<file path="config.mk">
export PLATFORM = sky130hd
export DESIGN_NAME = csi2_arbiter_fsm_nch
export DESIGN_NICKNAME = d
export VERILOG_FILES = /design/src/rtl/csi2_arb_pkg.sv /design/src/rtl/csi2_rr_pick.sv /design/src/rtl/csi2_arbiter_fsm_nch.sv
export SDC_FILE = /design/constraint.sdc
export NUM_CORES = 1
export LEC_CHECK = 0
export ABC_CLOCK_PERIOD_IN_PS = 3190
export CORE_UTILIZATION = 40
export CTS_CLUSTER_SIZE = 10
export DETAILED_ROUTE_END_ITERATION = 12
export PLACE_DENSITY = 0.83
export SYNTH_ARGS = -nofsm -noshare
export SYNTH_HDL_FRONTEND = slang
export SYNTH_HIERARCHICAL = 1
export SYNTH_SLANG_ARGS = --single-unit
</file>
<file path="constraint.sdc">
create_clock -name clk_i -period 3.19 [get_ports clk_i]
set_input_delay 0.319 -clock clk_i [delete_from_list [all_inputs] [get_ports clk_i]]
set_output_delay 0.319 -clock clk_i [all_outputs]
set_load 0.01 [all_outputs]
</file>
<file path="src/rtl/csi2_arb_pkg.sv">
// Shared types and constants for the N-channel CSI-2 header arbiter.
package csi2_arb_pkg;

    localparam int WC_W  = 16;
    localparam int DT_W  = 6;
    localparam int VC_W  = 2;
    localparam int CNT_W = 16;

    localparam logic SP_SHORT = 1'b1;
    localparam logic SP_LONG  = 1'b0;

    typedef enum logic [2:0] {
        ST_IDLE  = 3'd0,
        ST_GRANT = 3'd1,
        ST_REQ   = 3'd2,
        ST_XFER  = 3'd3,
        ST_GAP   = 3'd4
    } arb_state_e;

    // States in which cmos2dphy is owned by the current winner
    function automatic logic is_owned(input arb_state_e st);
        return (st == ST_REQ) || (st == ST_XFER);
    endfunction

endpackage

</file>
<file path="src/rtl/csi2_rr_pick.sv">
// Combinational picker: round-robin from last_ptr+1 (wrapping) or fixed
// priority with channel 0 highest. Produces a one-hot grant and its index.
module csi2_rr_pick
    import csi2_arb_pkg::*;
#(
    parameter int NUM_CH = 4,
    parameter int CW     = 2
) (
    input  logic [NUM_CH-1:0] req,
    input  logic [CW-1:0]     last_ptr,
    input  logic              rr_mode,
    output logic [NUM_CH-1:0] gnt,
    output logic [CW-1:0]     idx,
    output logic              vld
);

    logic [CW-1:0] start_s;
    logic [CW:0]   cand_s;

    // Search start: one past the last winner in round-robin, channel 0 otherwise
    always_comb begin
        if (!rr_mode) begin
            start_s = '0;
        end else if (last_ptr >= CW'(NUM_CH - 1)) begin
            start_s = '0;
        end else begin
            start_s = last_ptr + CW'(1'b1);
        end
    end

    // Walk the channels from start_s with wrap and take the first requester
    always_comb begin
        gnt    = '0;
        idx    = '0;
        vld    = 1'b0;
        cand_s = '0;
        for (int i = 0; i < NUM_CH; i++) begin
            cand_s = {1'b0, start_s} + (CW+1)'(i);
            if (cand_s >= (CW+1)'(NUM_CH)) begin
                cand_s = cand_s - (CW+1)'(NUM_CH);
            end else begin
                cand_s = cand_s;
            end
            if (!vld && req[cand_s[CW-1:0]]) begin
                vld                  = 1'b1;
                idx                  = cand_s[CW-1:0];
                gnt[cand_s[CW-1:0]]  = 1'b1;
            end else begin
                vld = vld;
            end
        end
    end

endmodule

</file>
<file path="src/rtl/csi2_arbiter_fsm_nch.sv">
// N-channel CSI-2 header arbiter: grants one header buffer at a time to
// cmos2dphy, holds it until xfrdone or watchdog timeout, then waits an LP gap.
module csi2_arbiter_fsm_nch
    import csi2_arb_pkg::*;
#(
    parameter int NUM_CH   = 4,
    parameter int RR_MODE  = 1,
    parameter int VC_REMAP = 0,
    parameter int LP_GAP   = 4,
    parameter int TMO_CYC  = 65535
) (
    input  logic                     clk_i,
    input  logic                     rst_i,
    input  logic                     c2d_rdy,
    input  logic [NUM_CH-1:0]        hdr_req,
    input  logic [WC_W*NUM_CH-1:0]   hdr_wdcnt,
    input  logic [DT_W*NUM_CH-1:0]   hdr_dtype,
    input  logic [VC_W*NUM_CH-1:0]   hdr_chID,
    input  logic [NUM_CH-1:0]        hdr_SPtype,
    input  logic [NUM_CH-1:0]        hdr_rd_lbfr_en,
    input  logic [NUM_CH-1:0]        hdr_xfrdone,
    output logic                     arb_sp_req,
    output logic [WC_W-1:0]          arb_wdcnt,
    output logic [DT_W-1:0]          arb_dtype,
    output logic [VC_W-1:0]          arb_chID,
    output logic                     arb_SPtype,
    output logic                     arb_lp_start,
    output logic [NUM_CH-1:0]        arb_gnt,
    output logic                     arb_rdy,
    output logic                     arb_c2dreq_o,
    output logic                     arb_tmo
);

    localparam int   CW     = (NUM_CH > 1) ? $clog2(NUM_CH) : 1;
    localparam logic RR_EN  = (RR_MODE != 0);
    localparam logic TMO_EN = (TMO_CYC != 0);

    arb_state_e state_q, state_d;

    logic [NUM_CH-1:0] gnt_q, gnt_d;
    logic [CW-1:0]     last_q, last_d;
    logic [WC_W-1:0]   wdcnt_q, wdcnt_d;
    logic [DT_W-1:0]   dtype_q, dtype_d;
    logic [VC_W-1:0]   chid_q, chid_d;
    logic              sptype_q, sptype_d;
    logic              sp_req_q, sp_req_d;
    logic              rdy_q, rdy_d;
    logic              c2dreq_q, c2dreq_d;
    logic              lp_start_q, lp_start_d;
    logic              lp_done_q, lp_done_d;
    logic              tmo_q, tmo_d;
    logic [CNT_W-1:0]  wd_cnt_q, wd_cnt_d;
    logic [CNT_W-1:0]  gap_cnt_q, gap_cnt_d;

    logic [NUM_CH-1:0] pick_gnt_s;
    logic [CW-1:0]     pick_idx_s;
    logic              pick_vld_s;
    logic              xfr_hit_s;
    logic              tmo_hit_s;
    logic              gap_done_s;
    logic              grant_entry_s;

    csi2_rr_pick #(
        .NUM_CH (NUM_CH),
        .CW     (CW)
    ) u_pick (
        .req      (hdr_req),
        .last_ptr (last_q),
        .rr_mode  (RR_EN),
        .gnt      (pick_gnt_s),
        .idx      (pick_idx_s),
        .vld      (pick_vld_s)
    );

    // gnt_q is one-hot on the winner, so masking isolates the winner's done
    assign xfr_hit_s     = |(hdr_xfrdone & gnt_q);
    assign tmo_hit_s     = TMO_EN && (({1'b0, wd_cnt_q} + 17'd1) == 17'(TMO_CYC));
    assign gap_done_s    = (gap_cnt_q == CNT_W'(LP_GAP - 1));
    assign grant_entry_s = (state_q == ST_IDLE) && (state_d == ST_GRANT);

    // State register
    always_ff @(posedge clk_i) begin
        if (rst_i) begin
            state_q <= ST_IDLE;
        end else begin
            state_q <= state_d;
        end
    end

    // Next-state logic; xfrdone takes precedence over a coincident timeout
    always_comb begin
        state_d = state_q;
        case (state_q)
            ST_IDLE: begin
                if (pick_vld_s) begin
                    state_d = ST_GRANT;
                end else begin
                    state_d = ST_IDLE;
                end
            end
            ST_GRANT: begin
                if (c2d_rdy) begin
                    state_d = ST_REQ;
                end else begin
                    state_d = ST_GRANT;
                end
            end
            ST_REQ: begin
                state_d = ST_XFER;
            end
            ST_XFER: begin
                if (xfr_hit_s || tmo_hit_s) begin
                    state_d = ST_GAP;
                end else begin
                    state_d = ST_XFER;
                end
            end
            ST_GAP: begin
                if (gap_done_s) begin
                    state_d = ST_IDLE;
                end else begin
                    state_d = ST_GAP;
                end
            end
            default: begin
                state_d = ST_IDLE;
            end
        endcase
    end

    // Output/datapath next values; all outputs are registered from these
    always_comb begin
        gnt_d    = gnt_q;
        last_d   = last_q;
        wdcnt_d  = wdcnt_q;
        dtype_d  = dtype_q;
        chid_d   = chid_q;
        sptype_d = sptype_q;
        if (grant_entry_s) begin
            gnt_d    = pick_gnt_s;
            last_d   = pick_idx_s;
            wdcnt_d  = hdr_wdcnt[pick_idx_s*WC_W +: WC_W];
            dtype_d  = hdr_dtype[pick_idx_s*DT_W +: DT_W];
            sptype_d = hdr_SPtype[pick_idx_s];
            if (VC_REMAP != 0) begin
                chid_d = VC_W'(pick_idx_s);
            end else begin
                chid_d = hdr_chID[pick_idx_s*VC_W +: VC_W];
            end
        end else if ((state_d == ST_GRANT) || is_owned(state_d)) begin
            gnt_d = gnt_q;
        end else begin
            gnt_d = '0;
        end

        rdy_d    = (state_d == ST_IDLE);
        sp_req_d = (state_d == ST_REQ);
        c2dreq_d = is_owned(state_d);
        // The timeout pulse lands together with the gnt drop on GAP entry
        tmo_d    = (state_q == ST_XFER) && !xfr_hit_s && tmo_hit_s;

        lp_start_d = (state_q == ST_XFER) && (sptype_q == SP_LONG) &&
                     (|(hdr_rd_lbfr_en & gnt_q)) && !lp_done_q;
        if (grant_entry_s) begin
            lp_done_d = 1'b0;
        end else begin
            lp_done_d = lp_done_q | lp_start_d;
        end

        if (state_q == ST_XFER) begin
            wd_cnt_d = wd_cnt_q + CNT_W'(1'b1);
        end else begin
            wd_cnt_d = '0;
        end
        if (state_q == ST_GAP) begin
            gap_cnt_d = gap_cnt_q + CNT_W'(1'b1);
        end else begin
            gap_cnt_d = '0;
        end
    end

    // Output and datapath registers; last_q resets so that ch0 wins first
    always_ff @(posedge clk_i) begin
        if (rst_i) begin
            gnt_q      <= '0;
            last_q     <= CW'(NUM_CH - 1);
            wdcnt_q    <= '0;
            dtype_q    <= '0;
            chid_q     <= '0;
            sptype_q   <= 1'b0;
            sp_req_q   <= 1'b0;
            rdy_q      <= 1'b1;
            c2dreq_q   <= 1'b0;
            lp_start_q <= 1'b0;
            lp_done_q  <= 1'b0;
            tmo_q      <= 1'b0;
            wd_cnt_q   <= '0;
            gap_cnt_q  <= '0;
        end else begin
            gnt_q      <= gnt_d;
            last_q     <= last_d;
            wdcnt_q    <= wdcnt_d;
            dtype_q    <= dtype_d;
            chid_q     <= chid_d;
            sptype_q   <= sptype_d;
            sp_req_q   <= sp_req_d;
            rdy_q      <= rdy_d;
            c2dreq_q   <= c2dreq_d;
            lp_start_q <= lp_start_d;
            lp_done_q  <= lp_done_d;
            tmo_q      <= tmo_d;
            wd_cnt_q   <= wd_cnt_d;
            gap_cnt_q  <= gap_cnt_d;
        end
    end

    assign arb_gnt      = gnt_q;
    assign arb_wdcnt    = wdcnt_q;
    assign arb_dtype    = dtype_q;
    assign arb_chID     = chid_q;
    assign arb_SPtype   = sptype_q;
    assign arb_sp_req   = sp_req_q;
    assign arb_rdy      = rdy_q;
    assign arb_c2dreq_o = c2dreq_q;
    assign arb_lp_start = lp_start_q;
    assign arb_tmo      = tmo_q;

endmodule

</file>
==> impl_metrics.env, run 1 <==
export IMPL_ctsResizeCount=0
export IMPL_endpoint="arb_dtype[1]"
export IMPL_clk_latency_ps=350
export IMPL_tritoncts="yes"
export IMPL_synth_cell_types=67
export IMPL_grtUsageMet3_pct=5.79
export IMPL_timing_rr_start="last_q[0]"
export IMPL_grt_max_degree=28
export IMPL_drv_cap=0
export IMPL_clockBufferDepth=2
export IMPL_hpwl_um=9320
export IMPL_start_kind="flop"
export IMPL_place_congestion=0.884
export IMPL_wl_per_cell_um=15.9
export IMPL_core_area_um2=9860
export IMPL_grt_pass1_wl_um=19800
export IMPL_die_x_um=104
export IMPL_synthCells=468
export IMPL_async_flop_share_pct=0
export IMPL_clk_pin_slew_ps=90
export IMPL_area_growth_pct=46.3
export IMPL_num_vias=4069
export IMPL_syn_area_per_cell_um2=8.81
export IMPL_drive_above_1_share_pct=12.1
export IMPL_ys_flop_type="dfxtp_1"
export IMPL_grt_usage_pct=23.0
export IMPL_syn_area_um2=4120
export IMPL_htree_num_levels=3
export IMPL_finClkSkew_ps=12.3
export IMPL_grt_setup_unrepaired="no"
export IMPL_first_pass_iters=4
export IMPL_antenna_found_initial=0
export IMPL_min_period_ps=2830
export IMPL_cp_end_kind="flop"
export IMPL_vias_per_cell=5.41
export IMPL_fmax_mhz=354
export IMPL_hold_viol=0
export IMPL_drt_iter0_markers=217
export IMPL_die_h_um=104
export IMPL_ys_ff_latch=72
export IMPL_post_place_cells=736
export IMPL_die_area_um2=10700
export IMPL_yosys_warnings=6
export IMPL_initial_core_util_pct=41.8
export IMPL_fin_nets=733
export IMPL_post_cts_buffers=0
export IMPL_worst_r2r_path_depth=11
export IMPL_slew_violations=0
export IMPL_timing_slew_headroom_pct=55.4
export IMPL_seq_area_frac_synth_pct=35.0
export IMPL_final_antenna_net_count=0
export IMPL_power_uw=3010
export IMPL_min_path_type="flop to flop"
export IMPL_drc_errors=0
export IMPL_numPortBuffers=148
export IMPL_crit_start="last_q[0]"
export IMPL_tightest_slew_ps=666
export IMPL_synth_edf_count=0
export IMPL_globalRouteMet2Util_pct=42.6
export IMPL_timing_rr_end="arb_dtype[1]"
export IMPL_ff2ff_setup_slack_ps=360
export IMPL_period_share_pct=88.6
export IMPL_crit_type="flop to flop"
export IMPL_cp_data_required_time_ps=3400
export IMPL_status="completed"
export IMPL_ios=149
export IMPL_arrival_ps=3040
export IMPL_wl_um=12000
export IMPL_worst_ir_drop_vdd_mv=0.327
export IMPL_busiest_layer="met2"
export IMPL_p_per_area_nw_per_um2=499
export IMPL_critPathMaxFanout=12
export IMPL_grt_pass1_vias=4270
export IMPL_num_rows=36
export IMPL_cts_buffers=9
export IMPL_setup_tns_ps=0
export IMPL_cts_sinks=72
export IMPL_met1_usage_pct=24.2
export IMPL_grt_ovfl_total=0
export IMPL_p_leak_uw=0.00213
export IMPL_cts_root_buf="clkbuf_8"
export IMPL_diodes=0
export IMPL_cts_hold_buf=0
export IMPL_setup_viol=0
export IMPL_stdcell_count=752
## routing by layer
metal | up-vias | part of all wire [%]
met5 | - | 0
met4 | 0 | 3.0
met3 | 28 | 6.3
met2 | 164 | 52
met1 | 1907 | 39
li1 | 1970 | -
## synthesized netlist by cell type (3+ instances only)
master     n  area (um2)
nand2_1   83         312
dfxtp_1   72        1440
nor2_1    45         169
a21oi_1   35         175
mux4_2    25         563
clkbuf_1  19        71.3
xor2_1    16         140
nand3_1   15        75.1
o21ai_0   12        60.1
nand4_1    9        56.3
xnor2_1    9        78.8
nor3_1     8        40.0
buf_2      7        35.0
inv_1      7        26.3
a22oi_1    6        45.0
nor4_1     6        37.5
mux2i_1    5        50.1
nand3b_1   5        37.5
nor3b_1    5        37.5
a22o_1     4        35.0
and3_1     4        25.0
ha_1       4        50.1
nor2b_1    4        25.0
or3_1      4        25.0
nand2b_1   3        18.8
## cell type report
type                       count  area (um2)
clock buffer                   9         124
sequential                    72        1440
inverter                       7        26.3
multi-input combinational    359        2530
tap                          133         166
timing repair buffer         165        1660
clock inverter                 7        80.1
fill                         779        3840
## per-stage QoR
| stage | hold slack, ps | setup WS [ps] | area (um2) | util, % |
|---|---|---|---|---|
| 2_1_floorplan | 399 | 74.3 | 4130 | - |
| 3_3_place_gp | 430 | 297 | 5820 | 59.0 |
| 3_5_place_dp | 437 | 267 | 5820 | 59.0 |
| 4_1_cts | 447 | 365 | 6030 | 61.1 |
| 5_1_grt | 474 | 192 | 6030 | 61.1 |
| 6_report | 441 | 365 | 6030 | 61.1 |
## kinds of logic after synthesis
logic type / synth area share (%)
other: 0.0910
DFF: 35.0
buffers and inverters: 4.07
AOI/OAI and AO/OA: 13.2
muxes: 14.9
adders and majority gates: 1.21
xor gates and xnor gates: 5.31
and+or+nand+nor: 26.3
## report_power, final
part	switching [uW]	internal (uW)	total (uW)
clock network	378	368	746
registers	57.7	983	1040
logic	527	692	1220
total	962	2040	3010
## worst min-delay path by stage
stage / from / to / slack (ps) / depth (start not counted)
global route: lp_done_q / arb_lp_start / 470 / 1
CTS: lp_done_q / arb_lp_start / 450 / 1
detailed placement: lp_done_q / arb_lp_start / 440 / 1
global placement: gap_cnt_q[0] / gap_cnt_q[0] / 430 / 1
floorplan: lp_done_q / arb_lp_start / 400 / 1
finish: lp_done_q / arb_lp_start / 440 / 1
## sequential cells by signal (all words and copies together) (netlist names)
name	cells
arb_wdcnt	16
gap_cnt_q	16
wd_cnt_q	16
arb_dtype	6
arb_gnt	4
state_q	3
arb_chID	2
last_q	2
arb_SPtype	1
arb_c2dreq_o	1
arb_lp_start	1
arb_rdy	1
arb_sp_req	1
arb_tmo	1
lp_done_q	1
## critical path, cell delays in order, from the launching register on
cell and delay, ps:
dfxtp_1 320, ha_1 280, buf_4 180, or3b_1 390, a21oi_2 180, nor3_2 70, o21a_1 130, o21ai_4 250
buf_12 200, mux4_2 520, nand2_1 100, a21oi_1 60
## cells in the final DEF (no fill, tap or decap), types with 3 or more instances in the layout
cell / instances
a21oi_1: 35
a22o_1: 4
a22oi_1: 6
and3_1: 4
buf_12: 4
buf_4: 13
clkbuf_8: 9
clkdlybuf4s50_1: 148
clkinv_4: 3
dfxtp_1: 72
ha_1: 4
inv_1: 7
mux2i_1: 5
mux4_2: 25
nand2_1: 83
nand2b_1: 3
nand3_1: 15
nand3b_1: 5
nand4_1: 9
nor2_1: 45
nor2b_1: 4
nor3_1: 8
nor3b_1: 5
nor4_1: 6
o21ai_0: 11
or3_1: 4
xnor2_1: 9
xor2_1: 16
No activity file was read; power rests on OpenSTA's default activity.
==> inputs of run 2 (changes only) <==
--- a/config.mk
+++ b/config.mk
@@ -6,10 +6,11 @@
 export NUM_CORES = 1
 export LEC_CHECK = 0
 export ABC_CLOCK_PERIOD_IN_PS = 3190
-export CORE_UTILIZATION = 40
+export CORE_UTILIZATION = 45
 export CTS_CLUSTER_SIZE = 10
 export DETAILED_ROUTE_END_ITERATION = 12
-export PLACE_DENSITY = 0.83
+export DONT_BUFFER_PORTS = 1
+export PLACE_DENSITY = 0.69
 export SYNTH_ARGS = -nofsm -noshare
 export SYNTH_HDL_FRONTEND = slang
 export SYNTH_HIERARCHICAL = 1
==> run 2 against run 1 <==
The flow now finishes with violations (design-rule violations); largest cell class unchanged; sequential share of layout area rose by 8.4 points; fmax is 0.52% higher; worst setup slack better by 15 ps; combinational power is 33% lower; final cell count shrank 23%.
==> impl_metrics.env, run 2 (synthesized netlist as in run 1, its figures left out) <==
export IMPL_crit_path_max_incr_delay_ps=530
export IMPL_crit_type="flop to flop"
export IMPL_drt_iter0_markers=165
export IMPL_min_period_ps=2810
export IMPL_final_cell_mix="83 x nand2_1, 72 x dfxtp_1, 45 x nor2_1"
export IMPL_critPathMaxFanout=24
export IMPL_antenna_found_initial=2
export IMPL_drv_cap=0
export IMPL_area_growth_pct=8.14
export IMPL_die_area_um2=9550
export IMPL_grt_pass1_vias=3261
export IMPL_final_antenna_net_count=0
export IMPL_cts_root_buf="clkbuf_8"
export IMPL_finClkSkew_ps=20.5
export IMPL_min_path_type="input pin to flop"
export IMPL_ios=149
export IMPL_htree_num_levels=3
export IMPL_grt_max_degree=32
export IMPL_first_pass_iters=8
export IMPL_tightest_slew_ps=664
export IMPL_num_rows=34
export IMPL_setup_viol=0
export IMPL_met1_usage_pct=24.9
export IMPL_cp_data_required_time_ps=3450
export IMPL_mostFrequentLayoutCell="nand2_1"
export IMPL_p_leak_uw=0.00152
export IMPL_timing_slew_headroom_pct=55.7
export IMPL_period_share_pct=88.1
export IMPL_clk_pin_slew_ps=100
export IMPL_drive_above_1_share_pct=14.6
export IMPL_globalRouteMet2Util_pct=39.0
export IMPL_drc_errors=4
export IMPL_final_seq_area_um2=1440
export IMPL_fillers=809
export IMPL_violations="design-rule violations"
export IMPL_critical_path_slowest_cell="mux4_2"
export IMPL_grt_setup_unrepaired="no"
export IMPL_vias_per_cell=5.93
export IMPL_grt_usage_pct=22.7
export IMPL_multi_input_area_um2=2530
export IMPL_core_area_um2=8810
export IMPL_clk_latency_ps=370
export IMPL_p_per_area_nw_per_um2=583
export IMPL_setup_tns_ps=0
export IMPL_numPortBuffers=0
export IMPL_path_cells="ha_1, or3b_1, a21oi_2, nor3_2, buf_4, o21a_1, o21ai_4, buf_12, mux4_2, nand2_1, a21oi_1"
export IMPL_power_uw=2600
export IMPL_num_vias=3413
export IMPL_hold_viol=0
export IMPL_fmax_mhz=356
export IMPL_wl_per_cell_um=18.6
export IMPL_grtUsageMet3_pct=8.71
export IMPL_tritoncts="yes"
export IMPL_grt_ovfl_total=0
export IMPL_cts_buffers=9
export IMPL_fin_nets=580
export IMPL_wl_um=10700
export IMPL_hpwl_um=8020
export IMPL_initial_core_util_pct=46.8
export IMPL_busiest_layer="met2"
export IMPL_cp_end_kind="flop"
export IMPL_slew_violations=0
export IMPL_place_congestion=0.819
export IMPL_status="complete, but fails checks"
export IMPL_cts_sinks=72
export IMPL_arrival_ps=3070
export IMPL_clockBufferDepth=2
export IMPL_holdWs_ps=16.3
export IMPL_die_x_um=97.7
export IMPL_start_kind="flop"
export IMPL_worst_ir_drop_vdd_mv=0.312
export IMPL_die_h_um=97.7
export IMPL_grt_pass1_wl_um=16800
[run 2: changes by cell type in the layout (fill, tap and decap cells not counted), sizes merged]
cell and change:
clkinv -2, buf -7, dlygate4sd3 +2, clkdlybuf4s50 -148, inv +3, diode +2, bufinv -1
[run 2: power breakdown]
part / internal, uW / switching, uW
Sequential: 983 / 103
Clock: 297 / 393
Combinational: 420 / 402
Total: 1700 / 899
[run 2: final timing paths]
check	startpoint	end	slack, ps	cells after the start
setup / recovery	last_q[0]	arb_wdcnt[7]	380	11
hold / removal	rst_i	arb_wdcnt[0]	20	1
setup reg to reg	last_q[0]	arb_wdcnt[7]	380	11
hold reg to reg	lp_done_q	arb_lp_start	420	1
[run 2: layout make-up]
| cell class | count | area share (%) |
|---|---|---|
| flip-flops and latches | 72 | 32.3 |
| inverters | 7 | 0.590 |
| well taps | 108 | 3.03 |
| clock buffers | 9 | 2.78 |
| repair buffers | 12 | 2.98 |
| clock inverters | 7 | 1.38 |
| diodes | 2 | 0.112 |
| multi-input cells | 359 | 56.8 |
[run 2: repair_timing]
item / CTS / global route
gates resized for setup: 0 / 0
hold buffers: 1 / 1
endpoints found under the setup margin: 0 / 0
endpoints found under the hold margin: 6 / 2
setup buffers: 0 / 0
[run 2: worst max-delay path, delay by kind of cell, from the launching register on]
family	cells	cell delay [ps]
adder cells (fa/ha/maj)	1	320
AND/OR/NAND/NOR	3	570
multiplexers	1	530
buffers and inverters	2	400
flip-flops	1	320
AO/OA/AOI/OAI	4	550
[run 2: per-stage QoR]
step / utilization (%) / cells / worst slack [ps] / instance area [um2]
3_3_place_gp: 48.2 / 556 / 434 / 4250
6_report: 50.6 / 576 / 379 / 4460
4_1_cts: 50.4 / 573 / 361 / 4440
2_1_floorplan: - / 469 / 74.3 / 4130
5_1_grt: 50.6 / 576 / 206 / 4460
3_5_place_dp: 48.2 / 556 / 373 / 4250
[run 2: per-layer routing]
metal,up-vias,part of all wire (%)
met4,0,2.1
li1,1672,-
met5,-,0
met1,1591,38
met3,19,8.8
met2,131,51
==> variant 1 (config.mk and constraints of run 1) <==
The package constant `VC_W` goes from 2 to 3.
--- a/src/rtl/csi2_arb_pkg.sv
+++ b/src/rtl/csi2_arb_pkg.sv
@@ -3,7 +3,7 @@
 
     localparam int WC_W  = 16;
     localparam int DT_W  = 6;
-    localparam int VC_W  = 2;
+    localparam int VC_W  = 3;
     localparam int CNT_W = 16;
 
     localparam logic SP_SHORT = 1'b1;
Interface: changed (resized arb_chID and hdr_chID); port bits go from 149 to 154. No check against the original RTL was run, so the function may have changed too.
==> variant 1 against run 1 <==
  * Design area up 1.2%
  * Routed wire length about the same
  * Sequential cell count up 1
  * Worst setup slack worse by 0.12 ns
  * Die area up 0.69%
  * Power up 0.42%
  * Synthesized area up 0.70%
  * Via count down 0.93%
  * Critical endpoint is now arb_wdcnt[9]$_SDFFE_PP0P_
  * Largest cell class unchanged
  * Highest routed layer unchanged
==> variant 1: results <==
[run_status]
status = finished, final reports clean

[layout]
postLayoutCellArea_mm2 = 0.00610
nonClkBufAreaFrac = 0.274
comb.multi_input.count = 353
inverters_excl_clock = 9
n_antenna_cell = 1
clkbuf_count = 12
multiInputGateArea_mm2 = 0.00255
final_layout_size_suffix_gt1_frac = 0.126
n_all_buffers = 168
regArea_mm2 = 0.00146
fill_cells = 827

[die]
taps = 133

[placement]
post-place-ws_ns = 0.228
dp_hpwl_um = 9050
numPortBuffers = 153
gp_congestion = 0.974
place_area_mm2 = 0.00588

[drt]
vias = 4031
wl_met1_um = 4600
wl_per_cell_um = 15.9
dr_wl_met3_um = 816
met2_length_um = 6300
drt-initial-drc-count = 243

[synthesis]
yosys-top-cells-area = dfxtp_1, mux4_2, nand2_1
yosysSeqAreaShare = 0.352
synth.largest_area_cell = dfxtp_1
synth_cell_types = 65
ys_top_cells_by_count = nand2_1, dfxtp_1, nor2_1
netlist_instances = 461
ys_ff_latch = 73

[critical_path]
r2r_cells = 10
arrival_ns = 3.17
r2r_slack_ns = 0.25
cp-endpoint = arb_wdcnt[9]$_SDFFE_PP0P_
setup.worst_path.start = last_q[1]$_SDFFE_PP1P_

[grt]
grt_pass1_vias = 4088
track_usage = 0.223
grt_pass1_wl_um = 19200
grt_util_met3 = 0.0664
antenna_found_initial = 1
use_met2 = 0.420
grt_max_degree = 36
grtUsageMet1 = 0.231

[cts]
path_clk_slew_ns = 0.07

[power_and_ir_drop]
ir_worst_vdd_mv = 0.315
clkPwrFrac = 0.257
p_leak_uw = 0.00219
combPwrFrac = 0.395
p_int_uw = 2090

[timing]
post-route-min-period_ns = 2.94
skew_ns = 0.00899
hold_slack_ns = 0.422
slew_headroom = 0.573
[variant 1: changes by cell type in the layout (fill, tap and decap cells not counted), sizes merged, moves of 3 or more]
cell	before	now
nand2b	3	6
a31oi	1	4
clkbuf	9	12
a22o	4	0
clkdlybuf4s50	148	153
o31ai	0	4
[variant 1: logic make-up (layout without fill, tap and decap cells)]
family                   Yosys count  count (layout)  synth area share
AO/OA/AOI/OAI                     85              85             0.134
adder cells (fa/ha/maj)            4               4            0.0121
flip-flops                        73              73             0.352
XOR/XNOR                          25              25            0.0528
other                              1               3          0.000904
multiplexers                      31              31             0.153
AND/OR/NAND/NOR                  206             206             0.257
buffers and inverters             36             193            0.0374
[variant 1: critical path, stage by stage (launching register included)]
cell and delay, ns:
dfxtp_1 0.35, ha_1 0.40, nor4bb_1 0.13, a221oi_2 0.38, nand2b_1 0.17, o21a_1 0.24
o21ai_4 0.21, buf_4 0.26, mux4_2 0.52, nand2_1 0.08, a21oi_1 0.06
==> variant 2 (settings of run 1) <==
Made on the original files. Put one more register stage on the output `arb_wdcnt`, with the module's reset. The value now appears one clock later. The other outputs are not delayed to match.
--- a/src/rtl/csi2_arbiter_fsm_nch.sv
+++ b/src/rtl/csi2_arbiter_fsm_nch.sv
@@ -215,7 +215,13 @@
     end
 
     assign arb_gnt      = gnt_q;
-    assign arb_wdcnt    = wdcnt_q;
+    always_ff @(posedge clk_i) begin
+        if (rst_i) begin
+            arb_wdcnt <= '0;
+        end else begin
+            arb_wdcnt <= wdcnt_q;
+        end
+    end
     assign arb_dtype    = dtype_q;
     assign arb_chID     = chid_q;
     assign arb_SPtype   = sptype_q;
Formal check against the unedited RTL: not equivalent (Yosys sat finds a counterexample within 4 cycles, from zero or initial values and one cycle with rst_i high).
==> variant 2 against run 1 <==
  * Hold slack worse by 0.099 ns
  * Die area up 11%
  * Clock skew fell by 0.0018 ns
  * Synthesized cell count is 7.5% higher
  * Synthesized area is 11% higher
  * Worst setup slack got worse by 0.0029 ns
  * Power is 24% higher
  * Critical path depth stayed put
  * Sequential power is 25% higher
  * Routed wire length grew 3.9%
  * Combinational power grew 9.8%
  * Sequential cell count grew 16
  * Design area increased by 9.7%
==> variant 2: results <==
[cts]
insertion_delay_ns = 0.34
cts-root-buf = clkbuf_16
cts_resized = 0
htreeDepth = 3
path_clk_slew_ns = 0.06

[min_path]
hold_class = in -> reg
min_to = state_q[1]$_SDFF_PP0_
worstHoldStart = rst_i
holdPathStages = 3

[synthesis]
yosysSeqAreaShare = 0.384
ys_top_cells_by_count = dfxtp_1, nand2_1, nor2_1
netlist_instances = 503
async_flop_share = 0
synth_warnings = 6
yosys_most_used_dff = dfxtp_1
yosys-top-cells-area = dfxtp_1, mux4_2, nand2_1
synth_cell_types = 71

[drt]
vias = 4293
viasPerCell = 5.41
drt-initial-drc-count = 152
route.detailed.drc = 0
wl_per_cell_um = 15.7
wl_met1_um = 4790
met2_length_um = 6450
dr_wl_met3_um = 923

[critical_path]
cp_slowest_stage_delay_ns = 0.50
arrival_ns = 3.03
worstPathMaxFanout = 16
r2r_slack_ns = 0.36
timing.rr.end = arb_dtype[2]$_SDFFE_PP0P_

[placement]
place_area_mm2 = 0.00631
dp_hpwl_um = 9640
numPortBuffers = 148
post-place-ws_ns = 0.231
gp_congestion = 0.870
dp.cells = 779

[layout]
fin_nets = 769
final_layout_size_suffix_gt1_frac = 0.116

[power_and_ir_drop]
p_leak_uw = 0.00236
ir_worst_vdd_mv = 0.320

[grt]
grt_util_met3 = 0.0652
grt_pass1_wl_um = 20100
track_usage = 0.218
grtUsageMet1 = 0.232
grt_pass1_vias = 4351
grt_max_degree = 52
use_met2 = 0.400

[timing]
skew_ns = 0.0104
slew_headroom = 0.538
hold_slack_ns = 0.342

[die]
core_area_mm2 = 0.0110

[run_status]
status = finished, final reports clean
[variant 2: worst max path at each step]
stage,start,to,slack (ns),cells past startpoint
after global routing,last_q[0]$_SDFFE_PP1P_,arb_dtype[1]$_SDFFE_PP0P_,0.17,10
after floorplan,last_q[0]$_SDFFE_PP1P_,arb_dtype[3]$_SDFFE_PP0P_,0.28,12
after global placement,hdr_req[2],wdcnt_q[4]$_SDFFE_PP0P_,0.27,10
after CTS,last_q[0]$_SDFFE_PP1P_,arb_dtype[2]$_SDFFE_PP0P_,0.37,10
final,last_q[0]$_SDFFE_PP1P_,arb_dtype[2]$_SDFFE_PP0P_,0.36,11
after detailed placement,hdr_req[2],arb_dtype[2]$_SDFFE_PP0P_,0.23,10
[variant 2: kinds of logic after synthesis]
| kind of cell | after synthesis | share of synthesized area |
|---|---|---|
| compound gates | 83 | 0.121 |
| xor+xnor | 28 | 0.0534 |
| fa+ha+maj | 4 | 0.0109 |
| buf+inv | 39 | 0.0365 |
| flops | 88 | 0.384 |
| mux | 31 | 0.136 |
| other cells | 1 | 0.000817 |
| simple gates | 229 | 0.258 |
[variant 2: where the power goes]
part	internal, uW	switching, uW
clock	682	402
combinational	746	589
sequential	1220	74.0
[variant 2: cell type report]
class	count	area (um2)
fillers	956	4420
multi-input cells	377	2690
flip-flops and latches	88	1760
repair buffers	168	1660
clock buffers	12	236
well taps	140	175
clock inverters	3	67.6
inverters	6	22.5
[variant 2: critical path, delay by kind of cell, from the launching register on]
family,cells,cell delay [ns]
AO/OA/AOI/OAI,4,0.59
AND/OR/NAND/NOR,3,0.59
multiplexers,1,0.50
buffers and inverters,2,0.37
adder cells (fa/ha/maj),1,0.32
flip-flops,1,0.31
